**src/rtl/dispatch_gen.sv**
```systemverilog
// dispatch_gen: synthetic packetised ready/valid traffic source.
// Emits fixed-length packets with sop/eop framing, LFSR payload and a
// per-packet priority sideband. A free-running LFSR throttles valid, and
// the source can stop by itself after a programmed packet count.
//
// Ports:
//   clk          sole clock
//   reset        asynchronous, active-high reset
//   i_enable     permits packet starts (sampled at packet boundaries)
//   o_valid      beat valid (registered)
//   i_ready      sink ready
//   o_data       {payload_lfsr[WIDTH-17:0], pkt_num[7:0], beat[7:0]}
//   o_sop/o_eop  first/last beat of packet, decoded from the beat counter
//   o_lp         per-packet priority bit
//   o_pkt_count  packets completed, wraps at 16'hFFFF
//   o_done       sticky, all NUM_PKTS packets sent
module dispatch_gen #(
  parameter int unsigned WIDTH      = 32,
  parameter int unsigned PKT_LEN    = 4,
  parameter int unsigned NUM_PKTS   = 0,
  parameter logic [15:0] VALID_SEED = 16'hABED,
  parameter logic [31:0] DATA_SEED  = 32'hDEADBEEF
) (
  input  logic             clk,
  input  logic             reset,
  input  logic             i_enable,
  output logic             o_valid,
  input  logic             i_ready,
  output logic [WIDTH-1:0] o_data,
  output logic             o_sop,
  output logic             o_eop,
  output logic             o_lp,
  output logic [15:0]      o_pkt_count,
  output logic             o_done
);

  localparam logic [7:0]  LAST_BEAT  = 8'(PKT_LEN - 1);
  localparam logic [15:0] NUM_PKTS_W = 16'(NUM_PKTS);
  localparam bit          LIMITED    = (NUM_PKTS != 0);

  typedef enum logic [1:0] {
    ST_IDLE,
    ST_WAIT,
    ST_SEND,
    ST_DONE
  } state_t;

  // Priority bit derived from the payload LFSR value that opens a packet.
  function automatic logic lp_of(input logic [31:0] p);
    return (p[0] & p[1]) | (p[2] ^ p[3]);
  endfunction

  state_t      r_state;
  logic [15:0] r_vlfsr;
  logic [31:0] r_plfsr;
  logic [7:0]  r_pkt_num;
  logic [7:0]  r_beat;
  logic        r_lp;
  logic [15:0] r_pkt_count;
  logic        r_valid;
  logic        r_done;

  logic        w_t;
  logic        w_eop;
  logic        w_accept;
  logic        w_last_pkt;
  logic [15:0] w_vlfsr_next;
  logic [31:0] w_plfsr_next;

  assign w_t          = r_vlfsr[0];
  assign w_eop        = (r_beat == LAST_BEAT);
  assign w_accept     = r_valid & i_ready;
  assign w_vlfsr_next = {r_vlfsr[0] ^ r_vlfsr[2] ^ r_vlfsr[3] ^ r_vlfsr[5], r_vlfsr[15:1]};
  assign w_plfsr_next = {r_plfsr[0] ^ r_plfsr[10] ^ r_plfsr[30] ^ r_plfsr[31], r_plfsr[31:1]};
  // True while the packet in flight is the final one of a limited run.
  assign w_last_pkt   = LIMITED && ((r_pkt_count + 16'd1) == NUM_PKTS_W);

  // Datapath counters, LFSRs and the control FSM.
  always_ff @(posedge clk or posedge reset) begin
    if (reset) begin
      r_state     <= ST_IDLE;
      r_vlfsr     <= VALID_SEED;
      r_plfsr     <= DATA_SEED;
      r_pkt_num   <= 8'd0;
      r_beat      <= 8'd0;
      r_lp        <= lp_of(DATA_SEED);
      r_pkt_count <= 16'd0;
      r_valid     <= 1'b0;
      r_done      <= 1'b0;
    end else begin
      r_vlfsr <= w_vlfsr_next;

      if (w_accept) begin
        r_plfsr <= w_plfsr_next;
        if (w_eop) begin
          r_beat      <= 8'd0;
          r_pkt_num   <= r_pkt_num + 8'd1;
          r_pkt_count <= r_pkt_count + 16'd1;
          // Next packet's priority comes from the payload it will start with.
          r_lp        <= lp_of(w_plfsr_next);
        end else begin
          r_beat <= r_beat + 8'd1;
        end
      end

      case (r_state)
        ST_IDLE: begin
          if (i_enable && !r_done) begin
            r_state <= ST_WAIT;
          end
        end
        ST_WAIT: begin
          // Enable only matters between packets; mid-packet it is ignored.
          if ((r_beat == 8'd0) && !i_enable) begin
            r_state <= ST_IDLE;
          end else if (w_t) begin
            r_state <= ST_SEND;
            r_valid <= 1'b1;
          end
        end
        ST_SEND: begin
          if (w_accept) begin
            if (w_eop && w_last_pkt) begin
              r_state <= ST_DONE;
              r_valid <= 1'b0;
              r_done  <= 1'b1;
            end else if (w_t && (!w_eop || i_enable)) begin
              r_state <= ST_SEND;
            end else begin
              r_state <= ST_WAIT;
              r_valid <= 1'b0;
            end
          end
        end
        ST_DONE: begin
          r_state <= ST_DONE;
        end
        default: begin
          r_state <= ST_IDLE;
          r_valid <= 1'b0;
        end
      endcase
    end
  end

  // A 16-bit bus carries only the packet and beat numbers.
  generate
    if (WIDTH > 16) begin : g_payload
      assign o_data = {r_plfsr[WIDTH-17:0], r_pkt_num, r_beat};
    end else begin : g_no_payload
      assign o_data = {r_pkt_num, r_beat};
    end
  endgenerate

  assign o_valid     = r_valid;
  assign o_sop       = (r_beat == 8'd0);
  assign o_eop       = w_eop;
  assign o_lp        = r_lp;
  assign o_pkt_count = r_pkt_count;
  assign o_done      = r_done;

endmodule

```
**config.mk**
```make
export PLATFORM = sky130hd
export DESIGN_NAME = dispatch_gen
export DESIGN_NICKNAME = d
export VERILOG_FILES = /design/src/rtl/dispatch_gen.sv
export SDC_FILE = /design/constraint.sdc
export NUM_CORES = 1
export LEC_CHECK = 0
export CORE_AREA = 2 2 106 78
export DETAILED_ROUTE_END_ITERATION = 8
export DIE_AREA = 0 0 108 80
export PLACE_DENSITY = 0.74
export SETUP_SLACK_MARGIN = 0.3
export SLEW_MARGIN = 10
export SYNTH_ARGS = -nofsm -noshare
export SYNTH_HDL_FRONTEND = slang
export SYNTH_SLANG_ARGS = --single-unit
```
**constraint.sdc**
```tcl
create_clock -name clk -period 2.81 [get_ports clk]
set_input_delay 0.562 -clock clk [delete_from_list [all_inputs] [get_ports clk]]
set_output_delay 0.562 -clock clk [all_outputs]
set_load 0.01 [all_outputs]
```
==> metrics.md <==
| Metric | Value |
|---|---|
| Mean post-synth cell area | 12.8 um^2 |
| Pwr Density | approximately 470 nW/um^2 |
| Minimum clock period | 2.42 ns |
| CTS Buf Count | 9 |
| CTS Hold Bufs | 0 |
| Placed inst area | 4140 um^2 |
| Area added between synthesis and finish | 23.2% |
| PortBufs | 55 |
| Final Instance Area | 4380 um^2 |
| Flop2flop setup slack | 0.85 ns |
| Max Slew Vio Count | 0 |
| Post-synth EDFFs | 0 |
| Clock root buffer | clkbuf_8 |
| GR Layer Usage met3 | 0.0547 |
| Final setup margin | 0.386 ns |
| Final setup TNS | 0 ns |
| Starting Density | 0.468 |
| Met1 usage in global routing | 0.242 |
| Syn_nets | 285 |
| Reg2reg path depth | 4 |
| First-pass GRT wire length | 11100 um |
| Crit-path cells | nor4_4, nand3_1, inv_1, clkdlybuf4s50_1 |
| Most frequent cell after synthesis | dfrtp_1 |
| Netlist cell types | 37 |
| Most frequent cells after synthesis | dfrtp_1, dfstp_2, mux2_2 |
| CP required | 2.25 ns |
| Final number of setup-violating endpoints | 0 |
| Largest area contributor in the netlist | dfrtp_1 |
| GPL Wtd Cong | between 0.8 and 0.9 |
| H-tree Lvls | 3 |
| Largest net degree at the start of global routing | 50 |
| CTS sink cnt | 84 |
| RSZ-0062 raised after global routing | false |
| Fmax | 413 MHz |
| Yosys Warn Count | 0 |
| Max stage delay cell, worst path | clkdlybuf4s50_1 |
| Core Rows | 27 |
| Number of diodes | 0 |
| Clock skew | between 0.008 and 0.009 ns |
| DR vias/cell | about 5 |
| Fill count | 617 |
| Setup crit start | r_beat[2] |
| Routed via count | 2182 |
| Clock Latency Late Sink | around 0.36 ns |
| Leakage | 1.91 nW |
| Final WL | 6650 um |
| M2 GR Usage | 0.236 |
| DRC | 0 |
| # nets final | 337 |
| Die ar. | 8640 um^2 |
| WS Path Type | reg2out |
| CP endpoint kind | output pin |
| Overflow after GRT | 0 |
| Critical Path AT | roughly 1.9 ns |
| Worst setup SP type | flip-flop |
| Synth Cell Area | ~3600 um^2 |
| 1st-iter DRT viols | 116 |
| Share of the synthesized area in the top cell type | 0.338 |
| Worst r2r dst | r_pkt_num[4] |
| Dominant synthesized flop cell | dfrtp_1 |
| Antenna-violating nets left | 0 |
| Async S/R FF share, synth | 1.00 |
| Max cap viols | 0 |
| Vias in the first global route | 2194 |
| Die X | 108 um |
| Share of cells above drive strength 1 | 0.311 |
| TritonCTS clock tree | done |
| Placeable Area | ~7600 um^2 |
| Clk buf depth | 2 |
| Die extent in y | 80 um |
| Status | completed |
| Top area cells in the synthesized netlist | dfrtp_1, dfstp_2, mux2_2, xnor2_1, xor2_1 |
| Worst setup path end | o_eop |
| Antenna violations before repair | 0 |
| Post-route clock period utilization | 0.862 |
| Crit-path max cell delay | 0.53 ns |
| Register area share after synthesis | 0.603 |
| Max IR drop VDD | 303 uV |
| Start of the worst register-to-register path | r_beat[4] |
| Clock-pin slew of the registers on the worst-case setup and hold paths | 0.10 ns |
| Hpwl dp | between 4000 and 5000 um |
| Critical Path Fanout Max | 2 |
| Drt pass-1 iters | 4 |
| GRT Total Usage | 0.168 |
| Hold WS | roughly 0.35 ns |
| Min-Delay Path Class | reg2reg |
| IO Pins | between 50 and 60 |
| Final Hold Viols | 0 |
| Setup WS pre-CTS | roughly 0.45 ns |
| Final Util | 0.577 |
| Mapped Cells | 277 |
| Seq cells post-synth | 84 |
| Worst Hold Depth | 0 |
| GR peak layer | met1 |
| Drt wl/cell | 15.3 um |
worst min path at each step:
stage                           start     endpoint
after floorplan            r_vlfsr[1]   r_vlfsr[0]
after global placement     r_vlfsr[1]   r_vlfsr[0]
after detailed placement  r_vlfsr[12]  r_vlfsr[11]
after CTS                  r_vlfsr[8]   r_vlfsr[7]
after global routing       r_vlfsr[8]   r_vlfsr[7]
final                      r_vlfsr[8]   r_vlfsr[7]
kinds of logic after synthesis:
family | count (synthesis) | share of synthesized area
DFF | 84 | 0.603
and+or+nand+nor | 80 | 0.127
xor gates and xnor gates | 34 | 0.0837
muxes | 31 | 0.0981
buffers and inverters | 30 | 0.0496
AOI/OAI and AO/OA | 13 | 0.0232
adders and majority gates | 4 | 0.0141
other | 1 | 0.00105
metal layers:
metal	part of all wire	wire length [um]	up-vias
li1	-	-	1041
met5	0	0	-
met4	0.013	87	0
met2	0.44	2950	46
met1	0.49	3280	1088
met3	0.052	343	7
sequential cells by signal (all words and copies together) (netlist names):
name,cells
o_lp,1
o_pkt_count,16
o_valid,1
r_beat,8
r_pkt_num,8
r_plfsr,32
r_state,2
r_vlfsr,16
final cells by class:
type | instances | area [um^2] | area share
clock buffer | 9 | 124 | 0.0283
sequential | 84 | 2150 | 0.491
clock inverter | 7 | 68.8 | 0.0157
inverter | 8 | 33.8 | 0.00771
tap | 101 | 126 | 0.0288
timing repair buffer | 63 | 634 | 0.145
multi-input combinational | 163 | 1240 | 0.284
power by group:
group | switching (mW) | internal, mW
clock network | 0.485 | 0.347
registers | 0 | 1.21
logic | 0.0262 | 0.00826
total | 0.511 | 1.57
critical path: cells and delay by family (launching register included):
kind | cells | cell delay, ns
buffers and inverters | 2 | 0.61
AND/OR/NAND/NOR | 2 | 0.45
flip-flops | 1 | 0.44
through the flow:
step	total power, mW	std cells
after floorplan	1.25	277
after global placement	1.27	414
after detailed placement	1.27	414
after CTS	2.11	433
after global routing	2.15	435
final	2.08	435
repair_timing:
action | CTS | global route
buffers inserted | 3 | 2
gates resized for setup | 5 | 2
endpoints found under the setup margin | 2 | 1
pin swaps | 1 | 0
layout by cell type, fill, tap and decap left out, types with 4 or more instances in the layout:
cell type,count
clkdlybuf4s50_1,54
dfrtp_1,45
dfstp_2,36
mux2_2,31
nand2_1,23
xnor2_1,19
xor2_1,15
nor2_1,14
nand4_1,11
nand3_1,9
clkbuf_8,9
inv_1,7
buf_4,6
nor3_1,4
o21ai_0,4
a21oi_1,4
ha_1,4
Note: power is estimated with default switching activity, not from simulation.
